===== src/rtl/niosii_system_st_symbol_packer_pkg.sv =====
`default_nettype none
// ============================================================================
// Package     : niosII_system_st_pkg
// Description : Shared defaults and lane helper for the ST symbol packer.
// Revision    : 1.0 - initial release
// ============================================================================
package niosII_system_st_pkg;

    localparam int c_symbol_width = 8;
    localparam int c_out_symbols  = 4;
    localparam int c_empty_width  = $clog2(c_out_symbols);

    // Lane 0 occupies the most significant symbol of a packed beat.
    function automatic int lane_lsb(input int lane, input int sym_w, input int n_sym);
        return (n_sym - 1 - lane) * sym_w;
    endfunction

endpackage
`default_nettype wire


===== src/rtl/niosii_system_st_symbol_packer_if.sv =====
`default_nettype none
// ============================================================================
// Interface   : niosii_system_st_symbol_packer_if
// Description : Narrow input stream plus wide packed output stream.
// Revision    : 1.0 - initial release
// ============================================================================
interface niosii_system_st_symbol_packer_if
    import niosII_system_st_pkg::*;
#(
    parameter int SYMBOL_WIDTH = c_symbol_width,
    parameter int OUT_SYMBOLS  = c_out_symbols,
    parameter int EMPTY_WIDTH  = c_empty_width
);
    logic [SYMBOL_WIDTH-1:0]             in_data;
    logic                                in_valid;
    logic                                in_ready;
    logic                                in_startofpacket;
    logic                                in_endofpacket;
    logic [SYMBOL_WIDTH*OUT_SYMBOLS-1:0] out_data;
    logic                                out_valid;
    logic                                out_ready;
    logic                                out_startofpacket;
    logic                                out_endofpacket;
    logic [EMPTY_WIDTH-1:0]              out_empty;
    logic                                protocol_error;

    modport master (
        output in_data, in_valid, in_startofpacket, in_endofpacket, out_ready,
        input  in_ready, out_data, out_valid, out_startofpacket, out_endofpacket,
               out_empty, protocol_error
    );

    modport slave (
        input  in_data, in_valid, in_startofpacket, in_endofpacket, out_ready,
        output in_ready, out_data, out_valid, out_startofpacket, out_endofpacket,
               out_empty, protocol_error
    );
endinterface
`default_nettype wire


===== src/rtl/niosii_system_st_symbol_packer_outreg.sv =====
`default_nettype none
// ============================================================================
// Module      : niosII_system_st_packer_outreg
// Description : Single-entry output beat register with valid/ready handshake.
// Revision    : 1.0 - initial release
// ============================================================================
module niosII_system_st_packer_outreg
    import niosII_system_st_pkg::*;
#(
    parameter int DATA_WIDTH  = c_symbol_width * c_out_symbols,
    parameter int EMPTY_WIDTH = c_empty_width
) (
    input  logic                   clk,
    input  logic                   reset_n,
    input  logic                   i_load,
    input  logic [DATA_WIDTH-1:0]  i_data,
    input  logic                   i_sop,
    input  logic                   i_eop,
    input  logic [EMPTY_WIDTH-1:0] i_empty,
    input  logic                   i_ready,
    output logic                   o_valid,
    output logic [DATA_WIDTH-1:0]  o_data,
    output logic                   o_sop,
    output logic                   o_eop,
    output logic [EMPTY_WIDTH-1:0] o_empty
);
    logic                   r_valid;
    logic [DATA_WIDTH-1:0]  r_data;
    logic                   r_sop;
    logic                   r_eop;
    logic [EMPTY_WIDTH-1:0] r_empty;

    // A load is only offered when the register is free or draining, so the
    // fields hold naturally while stalled.
    always_ff @(posedge clk) begin
        if (!reset_n) begin
            r_valid <= 1'b0;
            r_data  <= '0;
            r_sop   <= 1'b0;
            r_eop   <= 1'b0;
            r_empty <= '0;
        end else if (i_load) begin
            r_valid <= 1'b1;
            r_data  <= i_data;
            r_sop   <= i_sop;
            r_eop   <= i_eop;
            r_empty <= i_empty;
        end else if (r_valid && i_ready) begin
            r_valid <= 1'b0;
        end
    end

    assign o_valid = r_valid;
    assign o_data  = r_data;
    assign o_sop   = r_sop;
    assign o_eop   = r_eop;
    assign o_empty = r_empty;
endmodule
`default_nettype wire


===== src/rtl/niosii_system_st_symbol_packer.sv =====
`default_nettype none
// ============================================================================
// Module      : niosii_system_st_symbol_packer
// Description : Packs one-symbol input beats into OUT_SYMBOLS-symbol beats.
// Revision    : 1.0 - initial release
// ============================================================================
module niosii_system_st_symbol_packer
    import niosII_system_st_pkg::*;
#(
    parameter int SYMBOL_WIDTH = c_symbol_width,
    parameter int OUT_SYMBOLS  = c_out_symbols,
    parameter int EMPTY_WIDTH  = c_empty_width
) (
    input  logic                           clk,
    input  logic                           reset_n,
    niosii_system_st_symbol_packer_if.slave st
);
    localparam int                     c_data_w    = SYMBOL_WIDTH * OUT_SYMBOLS;
    localparam logic [EMPTY_WIDTH-1:0] c_last_lane = EMPTY_WIDTH'(OUT_SYMBOLS - 1);

    logic [EMPTY_WIDTH-1:0] r_count;
    logic                   r_sop_pending;
    logic                   r_ready_en;
    logic                   r_protocol_error;
    logic [c_data_w-1:0]    r_acc;

    logic [c_data_w-1:0]    w_beat;
    logic [EMPTY_WIDTH-1:0] w_lane;
    logic [EMPTY_WIDTH-1:0] w_empty;
    logic                   w_out_valid;
    logic                   w_in_ready;
    logic                   w_accept;
    logic                   w_mid_sop;
    logic                   w_complete;
    logic                   w_sop_eff;

    assign w_in_ready = r_ready_en && (!w_out_valid || st.out_ready);
    assign w_accept   = st.in_valid && w_in_ready;
    // An SOP landing mid-beat restarts the beat at lane 0, dropping the partial.
    assign w_mid_sop  = st.in_startofpacket && (r_count != '0);
    assign w_lane     = w_mid_sop ? '0 : r_count;
    assign w_complete = (w_lane == c_last_lane) || st.in_endofpacket;
    assign w_sop_eff  = r_sop_pending || st.in_startofpacket;
    assign w_empty    = st.in_endofpacket ? (c_last_lane - w_lane) : '0;

    for (genvar i = 0; i < OUT_SYMBOLS; i++) begin : g_lane
        localparam int c_lsb = lane_lsb(i, SYMBOL_WIDTH, OUT_SYMBOLS);
        assign w_beat[c_lsb +: SYMBOL_WIDTH] =
            (EMPTY_WIDTH'(i) == w_lane) ? st.in_data :
            (EMPTY_WIDTH'(i) <  w_lane) ? r_acc[c_lsb +: SYMBOL_WIDTH] : '0;
    end

    always_ff @(posedge clk) begin
        if (!reset_n) begin
            r_count          <= '0;
            r_sop_pending    <= 1'b0;
            r_ready_en       <= 1'b0;
            r_protocol_error <= 1'b0;
            r_acc            <= '0;
        end else begin
            r_ready_en       <= 1'b1;
            r_protocol_error <= w_accept && w_mid_sop;
            if (w_accept) begin
                r_acc <= w_beat;
                if (w_complete) begin
                    r_count       <= '0;
                    r_sop_pending <= 1'b0;
                end else begin
                    r_count       <= w_lane + 1'b1;
                    r_sop_pending <= w_sop_eff;
                end
            end
        end
    end

    niosII_system_st_packer_outreg #(
        .DATA_WIDTH  (c_data_w),
        .EMPTY_WIDTH (EMPTY_WIDTH)
    ) u_outreg (
        .clk     (clk),
        .reset_n (reset_n),
        .i_load  (w_accept && w_complete),
        .i_data  (w_beat),
        .i_sop   (w_sop_eff),
        .i_eop   (st.in_endofpacket),
        .i_empty (w_empty),
        .i_ready (st.out_ready),
        .o_valid (w_out_valid),
        .o_data  (st.out_data),
        .o_sop   (st.out_startofpacket),
        .o_eop   (st.out_endofpacket),
        .o_empty (st.out_empty)
    );

    assign st.out_valid      = w_out_valid;
    assign st.in_ready       = w_in_ready;
    assign st.protocol_error = r_protocol_error;
endmodule
`default_nettype wire

===== src/flat_wrapper.sv =====
// flat-port wrapper written by rule: the top's interface ports become plain ports
module niosii_system_st_symbol_packer_flat import niosII_system_st_pkg::*;
#(
    parameter int SYMBOL_WIDTH = c_symbol_width,
    parameter int OUT_SYMBOLS  = c_out_symbols,
    parameter int EMPTY_WIDTH  = c_empty_width
)
  (clk, reset_n, st_in_data, st_in_valid, st_in_startofpacket, st_in_endofpacket, st_out_ready, st_in_ready, st_out_data, st_out_valid, st_out_startofpacket, st_out_endofpacket, st_out_empty, st_protocol_error);
  niosii_system_st_symbol_packer_if #(.SYMBOL_WIDTH(SYMBOL_WIDTH), .OUT_SYMBOLS(OUT_SYMBOLS), .EMPTY_WIDTH(EMPTY_WIDTH)) st_i ();
  input  logic clk;
  input  logic reset_n;
  input wire logic [$bits(st_i.in_data)-1:0] st_in_data;
  input wire logic [$bits(st_i.in_valid)-1:0] st_in_valid;
  input wire logic [$bits(st_i.in_startofpacket)-1:0] st_in_startofpacket;
  input wire logic [$bits(st_i.in_endofpacket)-1:0] st_in_endofpacket;
  input wire logic [$bits(st_i.out_ready)-1:0] st_out_ready;
  output wire logic [$bits(st_i.in_ready)-1:0] st_in_ready;
  output wire logic [$bits(st_i.out_data)-1:0] st_out_data;
  output wire logic [$bits(st_i.out_valid)-1:0] st_out_valid;
  output wire logic [$bits(st_i.out_startofpacket)-1:0] st_out_startofpacket;
  output wire logic [$bits(st_i.out_endofpacket)-1:0] st_out_endofpacket;
  output wire logic [$bits(st_i.out_empty)-1:0] st_out_empty;
  output wire logic [$bits(st_i.protocol_error)-1:0] st_protocol_error;
  assign st_i.in_data = st_in_data;
  assign st_i.in_valid = st_in_valid;
  assign st_i.in_startofpacket = st_in_startofpacket;
  assign st_i.in_endofpacket = st_in_endofpacket;
  assign st_i.out_ready = st_out_ready;
  assign st_in_ready = st_i.in_ready;
  assign st_out_data = st_i.out_data;
  assign st_out_valid = st_i.out_valid;
  assign st_out_startofpacket = st_i.out_startofpacket;
  assign st_out_endofpacket = st_i.out_endofpacket;
  assign st_out_empty = st_i.out_empty;
  assign st_protocol_error = st_i.protocol_error;
  niosii_system_st_symbol_packer #(.SYMBOL_WIDTH(SYMBOL_WIDTH), .OUT_SYMBOLS(OUT_SYMBOLS), .EMPTY_WIDTH(EMPTY_WIDTH)) u_core (.clk(clk), .reset_n(reset_n), .st(st_i));
endmodule

===== config.mk =====
export PLATFORM = sky130hd
export DESIGN_NAME = niosii_system_st_symbol_packer_flat
export DESIGN_NICKNAME = d
export VERILOG_FILES = /design/src/rtl/niosii_system_st_symbol_packer_pkg.sv /design/src/rtl/niosii_system_st_symbol_packer_if.sv /design/src/rtl/niosii_system_st_symbol_packer_outreg.sv /design/src/rtl/niosii_system_st_symbol_packer.sv /design/src/flat_wrapper.sv
export SDC_FILE = /design/constraint.sdc
export NUM_CORES = 1
export LEC_CHECK = 0
export CAP_MARGIN = 20
export CORE_ASPECT_RATIO = 1.2
export CORE_MARGIN = 10
export CORE_UTILIZATION = 30
export CTS_BUF_LIST = sky130_fd_sc_hd__clkbuf_8 sky130_fd_sc_hd__clkbuf_16
export CTS_CLUSTER_DIAMETER = 60
export CTS_CLUSTER_SIZE = 24
export DETAILED_ROUTE_END_ITERATION = 6
export SYNTH_ARGS = -nofsm -noshare
export SYNTH_HDL_FRONTEND = slang
export SYNTH_SLANG_ARGS = --single-unit

===== constraint.sdc =====
create_clock -name clk -period 2.23 [get_ports clk]
set_input_delay 0.446 -clock clk [delete_from_list [all_inputs] [get_ports clk]]
set_output_delay 0.446 -clock clk [all_outputs]
set_load 0.01 [all_outputs]

==> results of run 1 <==
-- critical path, stage by stage --
cell and delay [ns]:
clkdlybuf4s50_1 0.48, nand2b_1 0.12, and2_1 0.12, clkdlybuf4s50_1 0.53
-- cells by family (layout without fill, tap and decap cells) --
| family | Yosys count | after routing |
|---|---|---|
| muxes | 9 | 9 |
| buffers and inverters | 27 | 82 |
| adders and majority gates | 3 | 3 |
| DFF | 66 | 66 |
| and+or+nand+nor | 86 | 86 |
| AOI/OAI and AO/OA | 102 | 102 |
-- report_power, final --
| part | switching, W | internal [W] | leakage (nW) |
|---|---|---|---|
| Clock | 0.000405 | 0.000470 | 0.0863 |
| Sequential | 0.0000287 | 0.00124 | 0.540 |
| Combinational | 0.000138 | 0.000140 | 1.15 |
-- final cells by class --
class | instances | area (um^2)
inverter | 3 | 11.26
timing repair buffer | 67 | 690.7
sequential | 66 | 1321
tap | 120 | 150.1
fill | 905 | 5345
clock buffer | 12 | 165.2
multi-input combinational | 200 | 1303
-- final timing paths --
check / end / slack [ns] / depth (start not counted) / from
worst max register to register: u_core.u_outreg.o_data[22] / 0.30 / 6 / u_core.r_count[0]
worst min-delay path: u_core.u_outreg.o_data[4] / 0.47 / 2 / u_core.u_outreg.o_data[4]
worst max-delay path: st_in_ready / 0.09 / 4 / st_out_ready
worst min register to register: u_core.u_outreg.o_data[4] / 0.47 / 2 / u_core.u_outreg.o_data[4]
-- registers in the layout, indices dropped and copies added (netlist names) --
register / flops
u_core.u_outreg.o_eop: 1
u_core.r_count: 2
u_core.r_sop_pending: 1
u_core.st.protocol_error: 1
u_core.r_acc: 24
u_core.u_outreg.o_valid: 1
u_core.r_ready_en: 1
u_core.u_outreg.o_sop: 1
u_core.u_outreg.o_data: 32
u_core.u_outreg.o_empty: 2
-- Yosys cell counts (8+ instances only) --
master	number
dfxtp_1	66
o211a_1	32
nand2_1	52
o21ai_0	18
nor2b_1	13
clkbuf_1	12
a21oi_1	27
buf_2	12
and3b_1	8
o22ai_1	8
mux2i_1	9
a22oi_1	9
-- stage by stage --
stage	TNS [ns]	cell area (um^2)	power [W]
6_report	0	3641	0.002417
5_1_grt	0	3641	0.002531
4_1_cts	0	3641	0.002459
3_5_place_dp	-1.126	3476	0.001571
3_3_place_gp	-0.7770	3476	0.001566
2_1_floorplan	0	2730	0.001430
-- metal layers --
layer / GRT usage (%) / wire [um]
met2: 15.98 / 3183
met4: 5.507 / 83
met5: 0 / 0
met3: 3.416 / 489
met1: 12.71 / 3209
==> key figures, run 1 <==
Power and ir drop
  • Pwr dens: 663.8 nW/um^2
  • Peak VDD IR: approximately 0.27 mV
  • LEAKAGE: between 1.5 and 2 nW

Routing
  • WL final: 6965 um
  • Initial DRC Count: 67
  • WL/cell: 14.88 um
  • Vias per inst: 4.910
  • Post-route DRC: 0
  • Detail Route Antenna Nets: 0
  • Drt first pass iters: 5
  • Via count: 2298

Global routing
  • Total gr overflow: 0
  • Largest net degree at the start of global routing: 60
  • Initial antenna violation count: 0
  • Vias in the first global route: 2167
  • First-pass GRT wire length: between 10000 and 15000 um
  • Total Routing Usage GR: 10.48%

Logic synthesis
  • Cells after synthesis: 293
  • Post-synth top area share: 48.40%
  • Synth area leader: dfxtp_1
  • Post-Synth Simple-Gate Area: 15.77%
  • Ys Warns: 0
  • FFs w/ async S/R, synth: 0%
  • Number of synthesized register bits: 66
  • Largest cells by area after synthesis: dfxtp_1, o211a_1, nand2_1
  • Mux cell area share after synthesis: 3.300%
  • Synth Area in Adders: 1.375%
  • Yosys cell types: 28
  • Main combinational cell family by area after synthesis: compound AO/OA/AOI/OAI gates
  • Synth Area in XOR/XNOR: 0%
  • Post-Syn Nets: 310
  • Number of synthesized flops with an enable pin: 0
  • Seq/Total Area, Yosys: 48.40%
  • Netlist Area Pre-Place: 2730 um^2
  • Compound-Gate Fraction of Synth Area: 26.90%
  • Ys flop type: dfxtp_1
  • Synthesized area per cell: about 9.3 um^2

Timing
  • Max_slew headroom: 62.84%
  • RSZ-0062 raised after global routing: no
  • Final hold slack: roughly 0.47 ns
  • Min Tclk post-route: 2.141 ns
  • Worst-margin pin slew: 0.5567 ns
  • Hold violation total from the final report: 0
  • Slew Viols, Final: 0
  • Final setup viols: 0
  • Tcrit/Tclk final: about 96%
  • Worst Skew: 0.002954 ns
  • Max Fclk: between 400 and 500 MHz
  • Final worst slack: about 0.089 ns

Clocking
  • Hold buffers post-CTS: 0
  • # Post-CTS Setup Buffers: 0
  • H-tree depth: 3
  • Clk Latency, worst-skew pair: 0.33 ns
  • CTS tree: yes
  • Clk buf depth: 2
  • Sink Count: 66
  • Post-cts sizing count: 0
  • Number of buffers created by CTS: 9
  • Clock root cell: clkbuf_8
  • Clock transition at the registers of the reported paths: about 0.06 ns

Hold path
  • Worst hold path type: flip-flop to flip-flop

Finish
  • Final std cells w/o fill: roughly 470
  • ANT cells: 0
  • Commonest non-fill, non-tap cell in the layout: dfxtp_1
  • NumNets Final: 364
  • Post-route core utilization: 40.52%
  • Layout cells sized above 1: 8.908%
  • Area Overhead vs Synth: 33.36%
  • Commonest cells after routing, fill and taps aside: dfxtp_1, nand2_1, clkdlybuf4s50_1

Placement
  • Detailed Place HPWL: 4730 um
  • IO Port Bufs: 52
  • Inst Count DP: 456
  • Pre-CTS setup slack: -0.07413 ns
  • Gpl congestion: 0.7548

Setup path
  • Crit Path Class: input pin to primary output
  • Critical path startpoint category: input pin
  • Req. time, crit path: between 1.5 and 2 ns
  • Arrival time of the worst setup path: 1.70 ns
  • Endpoint class of the critical path: primary output
  • Crit-path max FO: 2

Flow run
  • Max-Cap Viols: 0

Floorplan
  • Die Ht: between 100 and 150 um
  • Die width: 107.1 um
  • Core area: 8986 um^2
  • Rows: 38
  • IO Pins: 53
  • Starting Density: a little under a third
  • Die area: 13330 um^2

Run status
  • Status: finished clean
(Power assumes the default switching activity.)
==> run 2: changes to the inputs <==
Settings changed: CTS_BUF_LIST sky130_fd_sc_hd__clkbuf_8 sky130_fd_sc_hd__clkbuf_16 to sky130_fd_sc_hd__clkbuf_8.
==> results of run 2 <==
Same layout as run 1: the final DEF is identical, and so are final timing and power.
